--- config.mk ---
export PLATFORM = sky130hd
export DESIGN_NAME = lfsr8_serial
export DESIGN_NICKNAME = d
export VERILOG_FILES = /design/src/rtl/loopback_stim_checker_pkg.sv /design/src/rtl/loopback_stim_checker_lfsr8_serial.sv
export SDC_FILE = /design/constraint.sdc
export NUM_CORES = 1
export LEC_CHECK = 0
export CORE_AREA = 2 2 39 41
export CTS_CLUSTER_DIAMETER = 40
export CTS_CLUSTER_SIZE = 10
export DETAILED_ROUTE_END_ITERATION = 10
export DIE_AREA = 0 0 41 43
export GPL_TIMING_DRIVEN = 1
export MAX_ROUTING_LAYER = met4
export PLACE_DENSITY_LB_ADDON = 0.05
export RECOVER_POWER = 25
export SYNTH_ARGS = -nofsm -noshare
export SYNTH_HDL_FRONTEND = slang
export SYNTH_SLANG_ARGS = --single-unit
--- constraint.sdc ---
create_clock -name clk -period 1.8 [get_ports clk]
set_input_delay 0.18 -clock clk [delete_from_list [all_inputs] [get_ports clk]]
set_output_delay 0.18 -clock clk [all_outputs]
set_load 0.005 [all_outputs]
--- src/rtl/loopback_stim_checker_pkg.sv ---
// rtl/loopback_stim_checker_pkg.sv - shared state type and LFSR step for the loopback checker
package loopback_stim_checker_pkg;

    typedef enum logic [1:0] {
        ST_IDLE  = 2'd0,
        ST_RUN   = 2'd1,
        ST_DRAIN = 2'd2,
        ST_DONE  = 2'd3
    } state_e;

    localparam int LFSR_W = 8;
    // Feedback taps at bits 0, 2, 3 and 4; the register shifts right.
    localparam logic [LFSR_W-1:0] LFSR_TAPS = 8'h1D;

    function automatic logic [LFSR_W-1:0] lfsr_next(input logic [LFSR_W-1:0] s);
        return {^(s & LFSR_TAPS), s[LFSR_W-1:1]};
    endfunction

endpackage

--- src/rtl/loopback_stim_checker_lfsr8_serial.sv ---
// rtl/loopback_stim_checker_lfsr8_serial.sv - 8-bit LFSR with load/enable and serial bit output
module lfsr8_serial
    import loopback_stim_checker_pkg::*;
#(
    parameter logic [LFSR_W-1:0] SEED = 8'hA5
) (
    input  logic clk,
    input  logic rst,
    input  logic load_i,
    input  logic en_i,
    output logic bit_o
);

    logic [LFSR_W-1:0] state_q;
    logic [LFSR_W-1:0] state_d;

    always_comb begin
        state_d = state_q;
        if (load_i) begin
            state_d = SEED;
        end else if (en_i) begin
            state_d = lfsr_next(state_q);
        end
    end

    always_ff @(posedge clk) begin
        if (rst) begin
            state_q <= SEED;
        end else begin
            state_q <= state_d;
        end
    end

    assign bit_o = state_q[0];

endmodule

==> run_results.csv, run 1 <==
group,metric,value,unit
status,status,"finished clean",
layout,drive_gt1_frac,0.167,
global_route,grt_pass1_wl,924,µm
cts,ctsResizeCount,0,
power_and_ir_drop,p_sw,80.9,µW
worst_setup_path,cp_slowest_cell,"clkdlybuf4s50_1",
global_route,antenna_found_initial,0,
route,via_per_inst,4.00,
worst_setup_path,reg2reg_slack,920,ps
global_route,grt_overflow,0,
layout,num-nets-final,42,
placement,placed_area,379,µm²
worst_setup_path,timing.critical_path.cells,"clkdlybuf4s50_1",
yosys,synth_seq_cells,8,
run,drv_cap,0,
power_and_ir_drop,power_density,912,mW/mm²
yosys,synth.distinct_cells,10,
worst_setup_path,cp_data_arrival_time,1180,ps
timing,setup_viol,0,
route,postRouteAntennaNets,0,
cts,cts-htree-levels,1,
die,dieArea,0.00176,mm²
yosys,syn_nets,34,
timing,slew_headroom,0.682,
worst_setup_path,ff2ff_path_depth,3,
die,fp.dieW,41,µm
route,drc,0,
timing,hold_viol,0,
layout,largest_register_ffs,8,
worst_setup_path,startpoint,"state_q[0]",
power_and_ir_drop,p_comb_frac,0.108,
yosys,avgSynthCellArea,10.8,µm²
yosys,synth_top_cell_by_area,"dfxtp_1",
timing,post-route-min-period,1360,ps
die,design.core.area,0.00138,mm²
global_route,grt_max_degree,10,
yosys,yosysMostFrequentCell,"dfxtp_1",
power_and_ir_drop,pwr-share-seq,0.525,
cts,worstSkewPairLatency,250,ps
yosys,ys_async_sr_fraction,0,
worst_setup_path,cp.depth,1,
yosys,syn_inst,30,
yosys,synth-edff-count,0,
timing,skew,6.01,ps
worst_setup_path,endpoint_kind,"primary output",
placement,globalplace.congestion,0.606,
worst_hold_path,hold_path.class,"reg -> reg",
cts,postCtsSetupRepairBufs,0,
cts,cts_num_sinks,8,
layout,reg.largest.list,"state_q (8)",
worst_setup_path,cp-endpoint,"bit_o",
layout,top_register,"state_q",
worst_setup_path,cp_slowest_stage_delay,530,ps
cts,cts.clk_slew.worst_paths,60,ps
die,die_y,43,µm
route,wire_per_inst,10.6,µm
power_and_ir_drop,netSwitchingFraction,0.221,
global_route,grtUsageTotal,0.0889,
cts,cts_tree,"yes",
yosys,ys_seq_area_frac,0.494,
cts,root_buffer,"clkbuf_4",
yosys,synth_top_area_share,0.494,
timing,max_slew.worst_pin.slew,476,ps
yosys,synthTopCellsByCount,"dfxtp_1, mux2i_1, nor2_1, nand2_1, xnor2_2",
cts,cts_hold_buffers,0,
worst_setup_path,start_kind,"flip-flop",
worst_setup_path,reg2reg_from,"state_q[0]",
timing,fmax,0.736,GHz
yosys,synth_ff_type,"dfxtp_1",
worst_setup_path,cp.required,1620,ps
die,initial_utilization,0.234,
route,via_count,208,
power_and_ir_drop,power.internal,285,µW
worst_setup_path,timing.rr.end,"state_q[7]",
placement,dp_hpwl,411,µm
worst_setup_path,path_buf_inv,1,
layout,area_delta_synth_final,23.9,%
cts,cts_buffers,3,
yosys,netlist_area,324,µm²
cts,cts_buffer_depth,2,
worst_setup_path,critPathMaxFanout,3,
timing,tns,0,ps
timing,slew_viol_final,0,
die,ios,5,
power_and_ir_drop,p_leak,0.166,nW
layout,diodes,0,
route,drt_first_pass_iters,3,
yosys,yosys-top-cells-area,"dfxtp_1, mux2i_1, xnor2_2, nor2_1, nand2_1",
power_and_ir_drop,power.share.clock,0.366,
yosys,yosys_warnings,0,
timing,period_share,0.755,
worst_setup_path,path_class,"reg -> out",
power_and_ir_drop,irDropWorstVdd,0.000381,V
route,routed_wl,551,µm
placement,place.port_buffers,4,
route,drt_iter0_drc,5,
worst_hold_path,whs_path_depth,2,
global_route,grt_pass1_vias,221,
timing,rsz0062_at_grt,"no",
worst_setup_path,cp_top_family,"buffers and inverters",
layout,finalInstanceArea,402,µm²
die,row_count,14,
worst min path at each step:
| stage | from | to |
|---|---|---|
| floorplan | rst | state_q[0] |
| global placement | state_q[1] | state_q[0] |
| detailed placement | state_q[5] | state_q[5] |
| CTS | state_q[5] | state_q[5] |
| global route | state_q[5] | state_q[5] |
| finish | state_q[5] | state_q[5] |
through the flow:
step	setup WS, ps	hold slack [ps]	util	instances	power [mW]
after global placement	418	456	0.274	49	0.236
after detailed placement	396	474	0.274	49	0.237
after global routing	388	512	0.290	52	0.385
after CTS	441	491	0.290	52	0.373
after floorplan	957	301	-	30	0.223
final	441	483	0.290	52	0.366
final cells by class:
| class | count | area, µm² |
|---|---|---|
| multi-input combinational | 21 | 159 |
| timing repair buffer | 4 | 40.0 |
| tap | 16 | 20.0 |
| clock buffer | 3 | 22.5 |
| fill | 144 | 982 |
| sequential | 8 | 160 |
routing by layer:
metal | vias up | global-route usage | part of all wire
li1 | 114 | - | -
met5 | - | - | 0
met3 | 0 | 0.0471 | 0.029
met4 | 0 | 0.0800 | 0
met1 | 93 | 0.108 | 0.49
met2 | 1 | 0.100 | 0.48
power by group through the flow:
stage / Combinational, mW / Sequential [mW] / Clock [mW]
2_1_floorplan: 0.0282 / 0.195 / 0
3_5_place_dp: 0.0406 / 0.196 / 0
5_1_grt: 0.0435 / 0.193 / 0.149
4_1_cts: 0.0409 / 0.192 / 0.140
6_report: 0.0397 / 0.192 / 0.134
3_3_place_gp: 0.0399 / 0.196 / 0
cell usage in the layout, fill, tap and decap left out:
cell	n
dfxtp_1	8
mux2i_1	7
nor2_1	5
nand2_1	3
clkbuf_4	3
clkdlybuf4s50_1	3
xnor2_2	2
or2_2	1
xnor2_1	1
nor3_1	1
a31oi_1	1
dlygate4sd3_1	1
kinds of logic after synthesis:
group	count (synthesis)	synth area share
muxes	7	0.216
buffers and inverters	1	0.0154
AOI/OAI and AO/OA	1	0.0193
xor gates and xnor gates	3	0.127
DFF	8	0.494
and+or+nand+nor	10	0.127
Power figures use the tool's default switching activity.
==> inputs of run 2 (changes only) <==
==> constraint.sdc (replaced) <==
create_clock -name clk -period 1.2 [get_ports clk]
set_input_delay 0.12 -clock clk [delete_from_list [all_inputs] [get_ports clk]]
set_output_delay 0.12 -clock clk [all_outputs]
set_load 0.005 [all_outputs]
==> run 2 against run 1 <==
Effect of this change: final area increased by 4.7%; via count grew 7.7%; die area unchanged; sequential cell count stayed put; global-route usage down 0.22 points; clock power grew 51%.
==> run_results.csv, run 2 (synthesis results as in run 1) <==
group,metric,value,unit
cts,cts.clk_slew.worst_paths,50,ps
power_and_ir_drop,power_density,1320,mW/mm²
worst_setup_path,reg2reg_slack,340,ps
cts,cts_tree,"yes",
global_route,grt_pass1_vias,230,
timing,post-route-min-period,997,ps
layout,top_register,"state_q",
layout,multi_input_area,159,µm²
timing,skew,5.18,ps
layout,layoutNonFillerInstCount,55,
cts,worstSkewPairLatency,250,ps
timing,worst_hold_slack,485,ps
timing,fmax,1.00,GHz
placement,place.port_buffers,4,
layout,drive_gt1_frac,0.231,
layout,area_delta_synth_final,29.7,%
route,drt_first_pass_iters,1,
die,die_y,43,µm
cts,cts-htree-levels,1,
layout,mostFrequentLayoutCells,"mux2i_1, dfxtp_1, nor2_1",
route,via_count,224,
power_and_ir_drop,power.internal,433,µW
layout,fillCellCount,155,
layout,largest_register_ffs,8,
die,initial_utilization,0.234,
global_route,grtUsageTotal,0.0868,
route,routed_wl,522,µm
power_and_ir_drop,p_leak,0.175,nW
timing,tns,0,ps
run,drv_cap,0,
die,design.core.area,0.00138,mm²
route,wire_per_inst,9.49,µm
worst_setup_path,critPathMaxFanout,5,
power_and_ir_drop,power.share.clock,0.364,
die,fp.dieW,41,µm
timing,max_slew.worst_pin.slew,271,ps
cts,cts_hold_buffers,0,
layout,num-nets-final,45,
cts,cts_buffer_depth,2,
worst_setup_path,start_kind,"input port",
power_and_ir_drop,irDropWorstVdd,0.000410,V
timing,rsz0062_at_grt,"no",
power_and_ir_drop,pwr-share-seq,0.520,
worst_setup_path,cp_data_arrival_time,1130,ps
status,status,"finished clean",
placement,dpl.cell_count,52,
power_and_ir_drop,p_sw,122,µW
cts,root_buffer,"clkbuf_4",
route,via_per_inst,4.07,
power_and_ir_drop,netSwitchingFraction,0.220,
cts,cts_num_sinks,8,
worst_setup_path,path_class,"in -> reg",
route,drt_iter0_drc,0,
timing,slew_headroom,0.819,
timing,slew_viol_final,0,
global_route,grt_pass1_wl,931,µm
cts,cts_buffers,3,
global_route,antenna_found_initial,0,
die,row_count,14,
global_route,grt_overflow,0,
worst_setup_path,endpoint_kind,"flip-flop",
layout,final-seq-area,161,µm²
placement,globalplace.congestion,0.625,
timing,setup_viol,0,
placement,dp_hpwl,426,µm
timing,period_share,0.831,
power_and_ir_drop,p_comb_frac,0.115,
die,ios,5,
die,dieArea,0.00176,mm²
route,drc,0,
layout,diodes,0,
timing,hold_viol,0,
worst_setup_path,cp.required,1330,ps
layout,reg.largest.list,"state_q (8)",
route,postRouteAntennaNets,0,
cts,postCtsSetupRepairBufs,0,
global_route,grt_max_degree,6,
worst_hold_path,hold_path.class,"reg -> reg",
## run 2: cell count changes in the layout (fill, tap and decap cells not counted)
cell | before | now
dlygate4sd2_1 | 0 | 1
dfxtp_1 | 8 | 7
dfxtp_2 | 0 | 1
clkbuf_1 | 0 | 1
buf_4 | 0 | 2
dlygate4sd3_1 | 1 | 0
## run 2: area by class of cell
cell class / instances / area share
sequential: 8 / 0.384
timing repair buffer: 7 / 0.137
multi-input combinational: 21 / 0.378
tap: 16 / 0.0476
clock buffer: 3 / 0.0536
## run 2: stage by stage
step | cell area, µm² | utilization | power (mW) | setup slack [ps]
6_report | 420 | 0.304 | 0.554 | 203
5_1_grt | 420 | 0.304 | 0.586 | 134
4_1_cts | 424 | 0.307 | 0.570 | 223
3_5_place_dp | 402 | 0.290 | 0.362 | -0.248
3_3_place_gp | 402 | 0.290 | 0.361 | 28.0
2_1_floorplan | 324 | - | 0.334 | 357
## run 2: power groups by stage
stage | combinational [mW] | clock, mW | sequential (mW)
3_3_place_gp | 0.0676 | 0 | 0.294
2_1_floorplan | 0.0422 | 0 | 0.292
4_1_cts | 0.0668 | 0.214 | 0.289
6_report | 0.0640 | 0.202 | 0.289
3_5_place_dp | 0.0677 | 0 | 0.294
5_1_grt | 0.0699 | 0.226 | 0.290
## run 2: path summary, 6_finish.rpt
path                    from  depth (start not counted)    endpoint
setup / recovery        en_i                          4  state_q[0]
hold / removal    state_q[6]                          2  state_q[5]
setup reg to reg  state_q[3]                          3  state_q[7]
hold reg to reg   state_q[6]                          2  state_q[5]
## run 2: what timing repair did
item                                   in CTS  in global routing
gates resized for setup                     2                  0
setup endpoints to repair                   1                  0
endpoints found under the hold margin       0                  0
## run 2: layer usage
layer,global-route usage,share of wire,vias up
met3,0.0314,0.025,2
met1,0.104,0.46,102
met5,-,0,-
li1,-,-,119
met4,0.100,0.019,0
met2,0.0969,0.49,1
## run 2: critical path, cell delays in order
cell             delay [ps]
clkdlybuf4s50_1         480
clkbuf_1                250
mux2i_1                 210
nand2_1                  60
